$ cat src/rtl/decoder_scan_sequencer.sv
// decoder_scan_sequencer: steps a 4-to-16 decoder through its masked channels with break-before-make dwell timing
// Ports:
//   clk, rst_n            clock (rising edge) and synchronous active-low reset
//   start, stop           scan handshake; start is sampled in IDLE only, stop aborts any scan and beats start
//   continuous, dwell,    scan configuration, captured when a scan starts
//   mask                  (bit i of mask enables decoder output i; dwell = enable-high cycles minus 1)
//   sel, sel_en           decoder select and enable, registered
//   busy, done,           scan in progress / single-shot frame finished pulse /
//   frame_wrap            continuous frame restart pulse
module decoder_scan_sequencer #(
    parameter int DWELL_W = 8
) (
    input  logic               clk,
    input  logic               rst_n,
    input  logic               start,
    input  logic               stop,
    input  logic               continuous,
    input  logic [DWELL_W-1:0] dwell,
    input  logic [15:0]        mask,
    output logic [3:0]         sel,
    output logic               sel_en,
    output logic               busy,
    output logic               done,
    output logic               frame_wrap
);
    typedef enum logic [1:0] {IDLE, SEEK, DWELL} state_t;
    state_t state_q, state_d;
    logic [3:0] idx_q, idx_d, sel_q, sel_d;
    logic [DWELL_W-1:0] cnt_q, cnt_d, dwell_q, dwell_d;
    logic [15:0] mask_q, mask_d;
    logic cont_q, cont_d;
    logic sel_en_q, sel_en_d, busy_q, busy_d, done_q, done_d, wrap_q, wrap_d;
    logic eof, null_start;

    always_ff @(posedge clk) begin
        if (!rst_n) begin
            state_q  <= IDLE;
            idx_q    <= '0;
            cnt_q    <= '0;
            mask_q   <= '0;
            dwell_q  <= '0;
            cont_q   <= 1'b0;
            sel_q    <= '0;
            sel_en_q <= 1'b0;
            busy_q   <= 1'b0;
            done_q   <= 1'b0;
            wrap_q   <= 1'b0;
        end else begin
            state_q  <= state_d;
            idx_q    <= idx_d;
            cnt_q    <= cnt_d;
            mask_q   <= mask_d;
            dwell_q  <= dwell_d;
            cont_q   <= cont_d;
            sel_q    <= sel_d;
            sel_en_q <= sel_en_d;
            busy_q   <= busy_d;
            done_q   <= done_d;
            wrap_q   <= wrap_d;
        end
    end

    always_comb begin
        state_d    = state_q;
        idx_d      = idx_q;
        cnt_d      = cnt_q;
        mask_d     = mask_q;
        dwell_d    = dwell_q;
        cont_d     = cont_q;
        eof        = 1'b0;
        null_start = 1'b0;
        case (state_q)
            IDLE: if (start && !stop) begin
                mask_d     = mask;
                dwell_d    = dwell;
                cont_d     = continuous;
                idx_d      = '0;
                null_start = (mask == '0);
                state_d    = null_start ? IDLE : SEEK;
            end
            SEEK: if (mask_q[idx_q]) begin
                state_d = DWELL;
                cnt_d   = dwell_q;
            end else if (idx_q != 4'd15) begin
                idx_d = idx_q + 4'd1;
            end else begin
                eof = 1'b1;
            end
            DWELL: if (cnt_q != '0) begin
                cnt_d = cnt_q - 1'b1;
            end else if (idx_q != 4'd15) begin
                idx_d   = idx_q + 4'd1;
                state_d = SEEK;
            end else begin
                eof = 1'b1;
            end
            default: state_d = IDLE;
        endcase
        if (eof) begin
            idx_d   = '0;
            state_d = cont_q ? SEEK : IDLE;
        end
        // stop overrides every transition out of a running state, including end of frame
        if (state_q != IDLE && stop) begin
            state_d = IDLE;
            idx_d   = '0;
            cnt_d   = '0;
        end
    end

    // outputs are registered copies of what the next state implies; sel only moves while enable is low
    always_comb begin
        busy_d   = (state_d != IDLE);
        sel_en_d = (state_d == DWELL);
        sel_d    = (state_d == DWELL) ? idx_q : (state_d == IDLE) ? 4'd0 : sel_q;
        done_d   = null_start || (eof && !cont_q && !stop);
        wrap_d   = eof && cont_q && !stop;
    end

    assign sel        = sel_q;
    assign sel_en     = sel_en_q;
    assign busy       = busy_q;
    assign done       = done_q;
    assign frame_wrap = wrap_q;
endmodule

$ cat config.mk
export PLATFORM = sky130hd
export DESIGN_NAME = decoder_scan_sequencer
export DESIGN_NICKNAME = d
export VERILOG_FILES = /design/src/rtl/decoder_scan_sequencer.sv
export SDC_FILE = /design/constraint.sdc
export NUM_CORES = 1
export LEC_CHECK = 0
export CAP_MARGIN = 30
export CORE_ASPECT_RATIO = 0.8
export CORE_MARGIN = 4
export CORE_UTILIZATION = 40
export CTS_CLUSTER_DIAMETER = 100
export DETAILED_ROUTE_END_ITERATION = 6
export MAX_ROUTING_LAYER = met4
export PLACE_DENSITY = 0.69
export SETUP_SLACK_MARGIN = 0.2
export SLEW_MARGIN = 40
export SYNTH_ARGS = -nofsm -noshare
export SYNTH_HDL_FRONTEND = slang
export SYNTH_SLANG_ARGS = --single-unit
$ cat constraint.sdc
create_clock -name clk -period 1.95 [get_ports clk]
set_input_delay 0.2925 -clock clk [delete_from_list [all_inputs] [get_ports clk]]
set_output_delay 0.2925 -clock clk [all_outputs]
set_load 0.02 [all_outputs]
Word-level counts from Yosys, hierarchy flattened

Index checks and enable logic that the tools add are counted.

Bits in registers: 47
Word-level logic and storage cells: 74

Add/sub/neg operators: 2
$lt $le $gt $ge: 1
Equality and inequality tests: 9
Multiplexer cells: 27
Bitwise gates (word level): 1
Reductions and logical operators: 23

Operators with widths:

| kind                                                                 | number |
|---|---|
| 4-bit 2-to-1 mux                                                     | 6 |
| 16-bit logical NOT                                                   | 1 |
| 8-bit 2-to-1 mux                                                     | 2 |
| 8-bit case mux with 2 select lines                                   | 1 |
| 2-bit 2-to-1 mux                                                     | 6 |
| 4-bit case mux with 3 select lines                                   | 1 |
| 2-bit inequality test, second input constant                         | 5 |
| 1-bit 2-to-1 mux                                                     | 8 |
| 2-bit nonzero test                                                   | 4 |
| 8-bit nonzero test                                                   | 1 |
| 8-bit by 1-bit subtractor with 8-bit output, second input constant   | 1 |
| 1-bit logical AND                                                    | 6 |
| 2-bit case mux with 3 select lines                                   | 1 |
| 4-bit by 5-bit < comparator with 1-bit output, second input constant | 1 |
| 4-bit by 1-bit adder with 4-bit output, second input constant        | 1 |
| 1-bit binary-select mux with 4-bit select                            | 1 |
| 2-bit == test, second input constant                                 | 2 |
| 2-bit logical NOT                                                    | 2 |
| 4-bit inequality test, second input constant                         | 1 |
| 4-bit AND reduction                                                  | 1 |
| 3-bit AND reduction                                                  | 1 |
| 3-bit nonzero test                                                   | 1 |
| 3-bit OR reduction                                                   | 1 |
| 2-bit by 1-bit == test with 1-bit output, second input constant      | 1 |
| 6 further kinds                                                      | 7 |

Longest topological paths before layout

Depth in word-level cells: 9
Mapped depth: 9
Depth with buffers taken out: 8

Worst setup path after synthesis

Ideal clock, no wire load.

Path kind: register to register
Start: reg idx_q[0]
End: reg cnt_q[4]
Library setup time: 0.159 ns
Arrival time: 1.896 ns
Data required time: 1.791 ns
Slack: -0.106 ns
Stages on the path, launching flop included: 9
Clock period less this slack: 2.056 ns
Cells stage by stage: dfxtp_1 > buf_6 > mux4_2 > a22o_1 > a211oi_4 > a211oi_2 > buf_6 > a21oi_2 > a211oi_2

Word-level cells in the longest chain between the ends: 4

RTL lines:

| element                                   | line | source |
|---|---|---|
| from (decl)                               | 28   | `logic [3:0] idx_q, idx_d, sel_q, sel_d;` |
| from (signal assigned)                    | 50   | `idx_q <= idx_d;` |
| 1-bit binary-select mux with 4-bit select | 81   | `SEEK: if (mask_q[idx_q]) begin` |
| 1-bit 2-to-1 mux (not written as such)    | 81   |  |
| 2-bit inequality test (no source line)    | n/a  |  |
| 3-bit AND reduction (no source line)      | n/a  |  |
| to (signal assigned)                      | 51   | `cnt_q <= cnt_d;` |
| to (decl)                                 | 29   | `logic [DWELL_W-1:0] cnt_q, cnt_d, dwell_q, dwell_d;` |

No other way between the ends. The select of a mux whose other input is x is not followed.
A chain may end at the register's enable or synchronous reset.

Final worst setup path

Start: reg idx_q[0]
End: reg idx_q[0]

Word-level cells in the longest chain between the ends: 5
Elaborated cells on any way between the ends: 15
Classes of those cells: add/sub: 1; eq/ne: 2; mux: 10; reduce/logical: 2

RTL lines:

| element                                                                            | line       | source |
|---|---|---|
| 1-bit binary-select mux with 4-bit select or 4-bit inequality test (tied branches) | 81, 84, 91 |  |
| 1-bit 2-to-1 mux, on equally long branches                                         | 81, 84, 91 |  |
| 1-bit 2-to-1 mux, on equally long branches                                         | 81, 89     |  |
| 1-bit case mux with 2 select lines                                                 | 72         | `case (state_q)` |
| 3-bit OR reduction (no source line)                                                | n/a        |  |

Several ways; a longest one is shown, not always the timed one. The select of a mux whose other input is x is not followed.

==> flow_summary.json <==
{
  "status": "finished with violations",
  "violations": "negative setup slack",
  "grt_max_degree": 29,
  "setup_violations": 14,
  "grt_busiest_layer": "met2",
  "fp.dieH_um": 77.91,
  "core-area_sq_um": 5912,
  "num-fill-cells": 525,
  "grtUsageMet2_pct": 28.79,
  "powerDensity_nw_per_um2": 616.5,
  "mostFrequentLayoutCells": "59 x nand2_1, 44 x dfxtp_1, 36 x clkdlybuf4s50_1",
  "top_level_ports": 37,
  "required_ns": 2.14,
  "fin_skew_ns": 0.009332,
  "start_util_pct": 41.33,
  "grt_pass1_wl_um": 10580,
  "dp_hpwl_um": 4572,
  "yosysWarningCount": 0,
  "ys.flop_type": "dfxtp_1",
  "critical_path_class": "flip-flop to flip-flop",
  "io_buffers": 36,
  "end_kind": "flip-flop",
  "synth_edf_count": 0,
  "synth-async-reset-ratio_pct": 0,
  "dieArea_sq_um": 7431,
  "rsz0062_at_grt": "yes",
  "clock_latency_ns": 0.30,
  "clk_path_buf_depth": 2,
  "grt_remaining_overflow": 0,
  "arrival_ns": 2.22,
  "hp-class": "flip-flop to flip-flop",
  "setup_slack_ns": -0.08099,
  "cp-start-kind": "flip-flop",
  "slew_viol_final": 0,
  "synth.net_count": 320,
  "fin_nets": 382,
  "place_congestion": 0.8619,
  "numCtsBuffers": 5,
  "worst_pin_slew_ns": 0.4633,
  "area_growth_pct": 34.51,
  "syn_area_sq_um": 2444,
  "placementRows": 25,
  "cts-root-buf": "clkbuf_8",
  "ir_worst_vdd_v": 0.0003184,
  "drtIter0Drc": 131,
  "place_ws_ns": -0.3457,
  "layout_commonest_cell": "nand2_1",
  "ant_nets": 0,
  "ctsHoldBuffers": 0,
  "ys_ff_latch": 47,
  "grtUsageMet1_pct": 24.63,
  "grt_pass1_vias": 2251,
  "first_pass_iters": 4,
  "cts_tree": "built",
  "cts.clk_slew.worst_paths_ns": 0.08,
  "synthCells": 284,
  "synth_area_per_cell_sq_um": 8.604,
  "diodes": 0,
  "leakage_nw": 1.207,
  "post-route-min-period_ns": 2.031,
  "drc_errors": 0,
  "slew_headroom_pct": 68.87,
  "htree_num_levels": 2,
  "die_x_um": 95.39,
  "ys_types": 49,
  "cts_sinks": 47,
  "track_usage_pct": 18.64,
  "drive_gt1_share_pct": 20.81,
  "use_met3_pct": 3.585,
  "place_area_sq_um": 3120,
  "instances_no_fill": 427,
  "cp_max_fo": 7,
  "vias": 2273,
  "place_inst": 419,
  "post_drt_wl_per_cell_um": 14.36,
  "yosysSeqAreaShare_pct": 38.50,
  "maxCapViolations": 0,
  "fmax_mhz": 492.4,
  "fin_area_sq_um": 3287,
  "finalSetupTns_ns": -0.7255,
  "viasPerCell": 5.323,
  "antenna_found_initial": 0,
  "hold_viol_final": 0,
  "period_share_pct": 104.2,
  "routed_wl_um": 6133
}
==> cells in the mapped netlist (2+ instances only) <==
library cell / instances / share of area (%)
nand2_1: 59 / 9.1
dfxtp_1: 47 / 39
a21boi_0: 25 / 7.7
nor2_1: 17 / 2.6
clkbuf_1: 10 / 1.5
inv_1: 10 / 1.5
nand3_1: 10 / 2.0
a21oi_1: 7 / 1.4
ha_1: 7 / 3.6
nor4_1: 7 / 1.8
o21ai_0: 6 / 1.2
mux2i_1: 5 / 2.0
nand2b_1: 5 / 1.3
nand4_1: 5 / 1.3
nor2b_1: 5 / 1.3
a21boi_1: 4 / 1.2
a32o_1: 4 / 1.6
buf_6: 4 / 1.8
o21ai_1: 4 / 0.82
o2bb2ai_1: 4 / 1.4
a211oi_2: 3 / 1.5
a21oi_2: 3 / 1.1
mux4_2: 3 / 2.8
nor3_1: 3 / 0.61
and4_1: 2 / 0.72
o21a_1: 2 / 0.61
==> per-layer routing <==
| layer | up-vias | share of wire (%) |
|---|---|---|
| met3 | 7 | 4.5 |
| met5 | - | 0 |
| met4 | 0 | 1.3 |
| li1 | 1142 | - |
| met1 | 1077 | 49 |
| met2 | 47 | 45 |
==> cell type report <==
class	instances	area, sq um	area share (%)
Inverter	10	37.54	1.142
Clock inverter	1	5.005	0.1523
Multi-Input combinational cell	212	1453	44.19
Sequential cell	47	947.2	28.82
Timing Repair Buffer	70	660.6	20.10
Clock buffer	6	82.58	2.512
Tap cell	81	101.3	3.083
==> where the power goes <==
part	internal, mW	switching (mW)	leakage [nW]
Clock	0.279	0.320	0.0470
Combinational	0.208	0.199	0.776
Sequential	0.996	0.0254	0.384
Total	1.48	0.544	1.21
==> critical path: stages (launching register included) <==
cell      delay, ns
dfxtp_4        0.37
mux4_2         0.50
a22o_4         0.28
a21oi_2        0.20
o2111a_2       0.31
mux2i_1        0.20
nor3_1         0.05
==> sequential cells by signal, summed over array words and instances, names as in the netlist <==
name	cells
busy	1
cnt_q	8
cont_q	1
done	1
dwell_q	8
frame_wrap	1
idx_q	4
mask_q	16
sel	4
sel_en	1
state_q	2
==> timing repair <==
item,in CTS,in global routing
setup buffers,1,0
gates resized for setup,9,8
pin swaps,9,3
endpoints found under the setup margin,22,27
==> per-stage QoR <==
step	power, mW	hold slack [ns]	util [%]
floorplan	1.249	0.4374	-
global placement	1.420	0.4487	52.78
detailed placement	1.427	0.4571	52.78
CTS	2.026	0.4687	54.96
global route	2.132	0.4936	55.60
finish	2.026	0.4685	55.60
==> worst paths after layout <==
check / from / to / slack, ns / depth (start not counted)
setup / recovery: idx_q[0] / idx_q[0] / -0.08 / 6
hold / removal: mask_q[15] / mask_q[15] / 0.47 / 2
setup reg to reg: idx_q[0] / idx_q[0] / -0.08 / 6
hold reg to reg: mask_q[15] / mask_q[15] / 0.47 / 2
==> logic make-up after synthesis <==
kind of cell               synth area share [%]
AOI/OAI and AO/OA                         25.09
adders and majority gates                 3.584
buffers and inverters                     5.120
DFF                                       38.50
muxes                                     5.274
and+or+nand+nor                           22.43
Power figures use the tool's default switching activity.
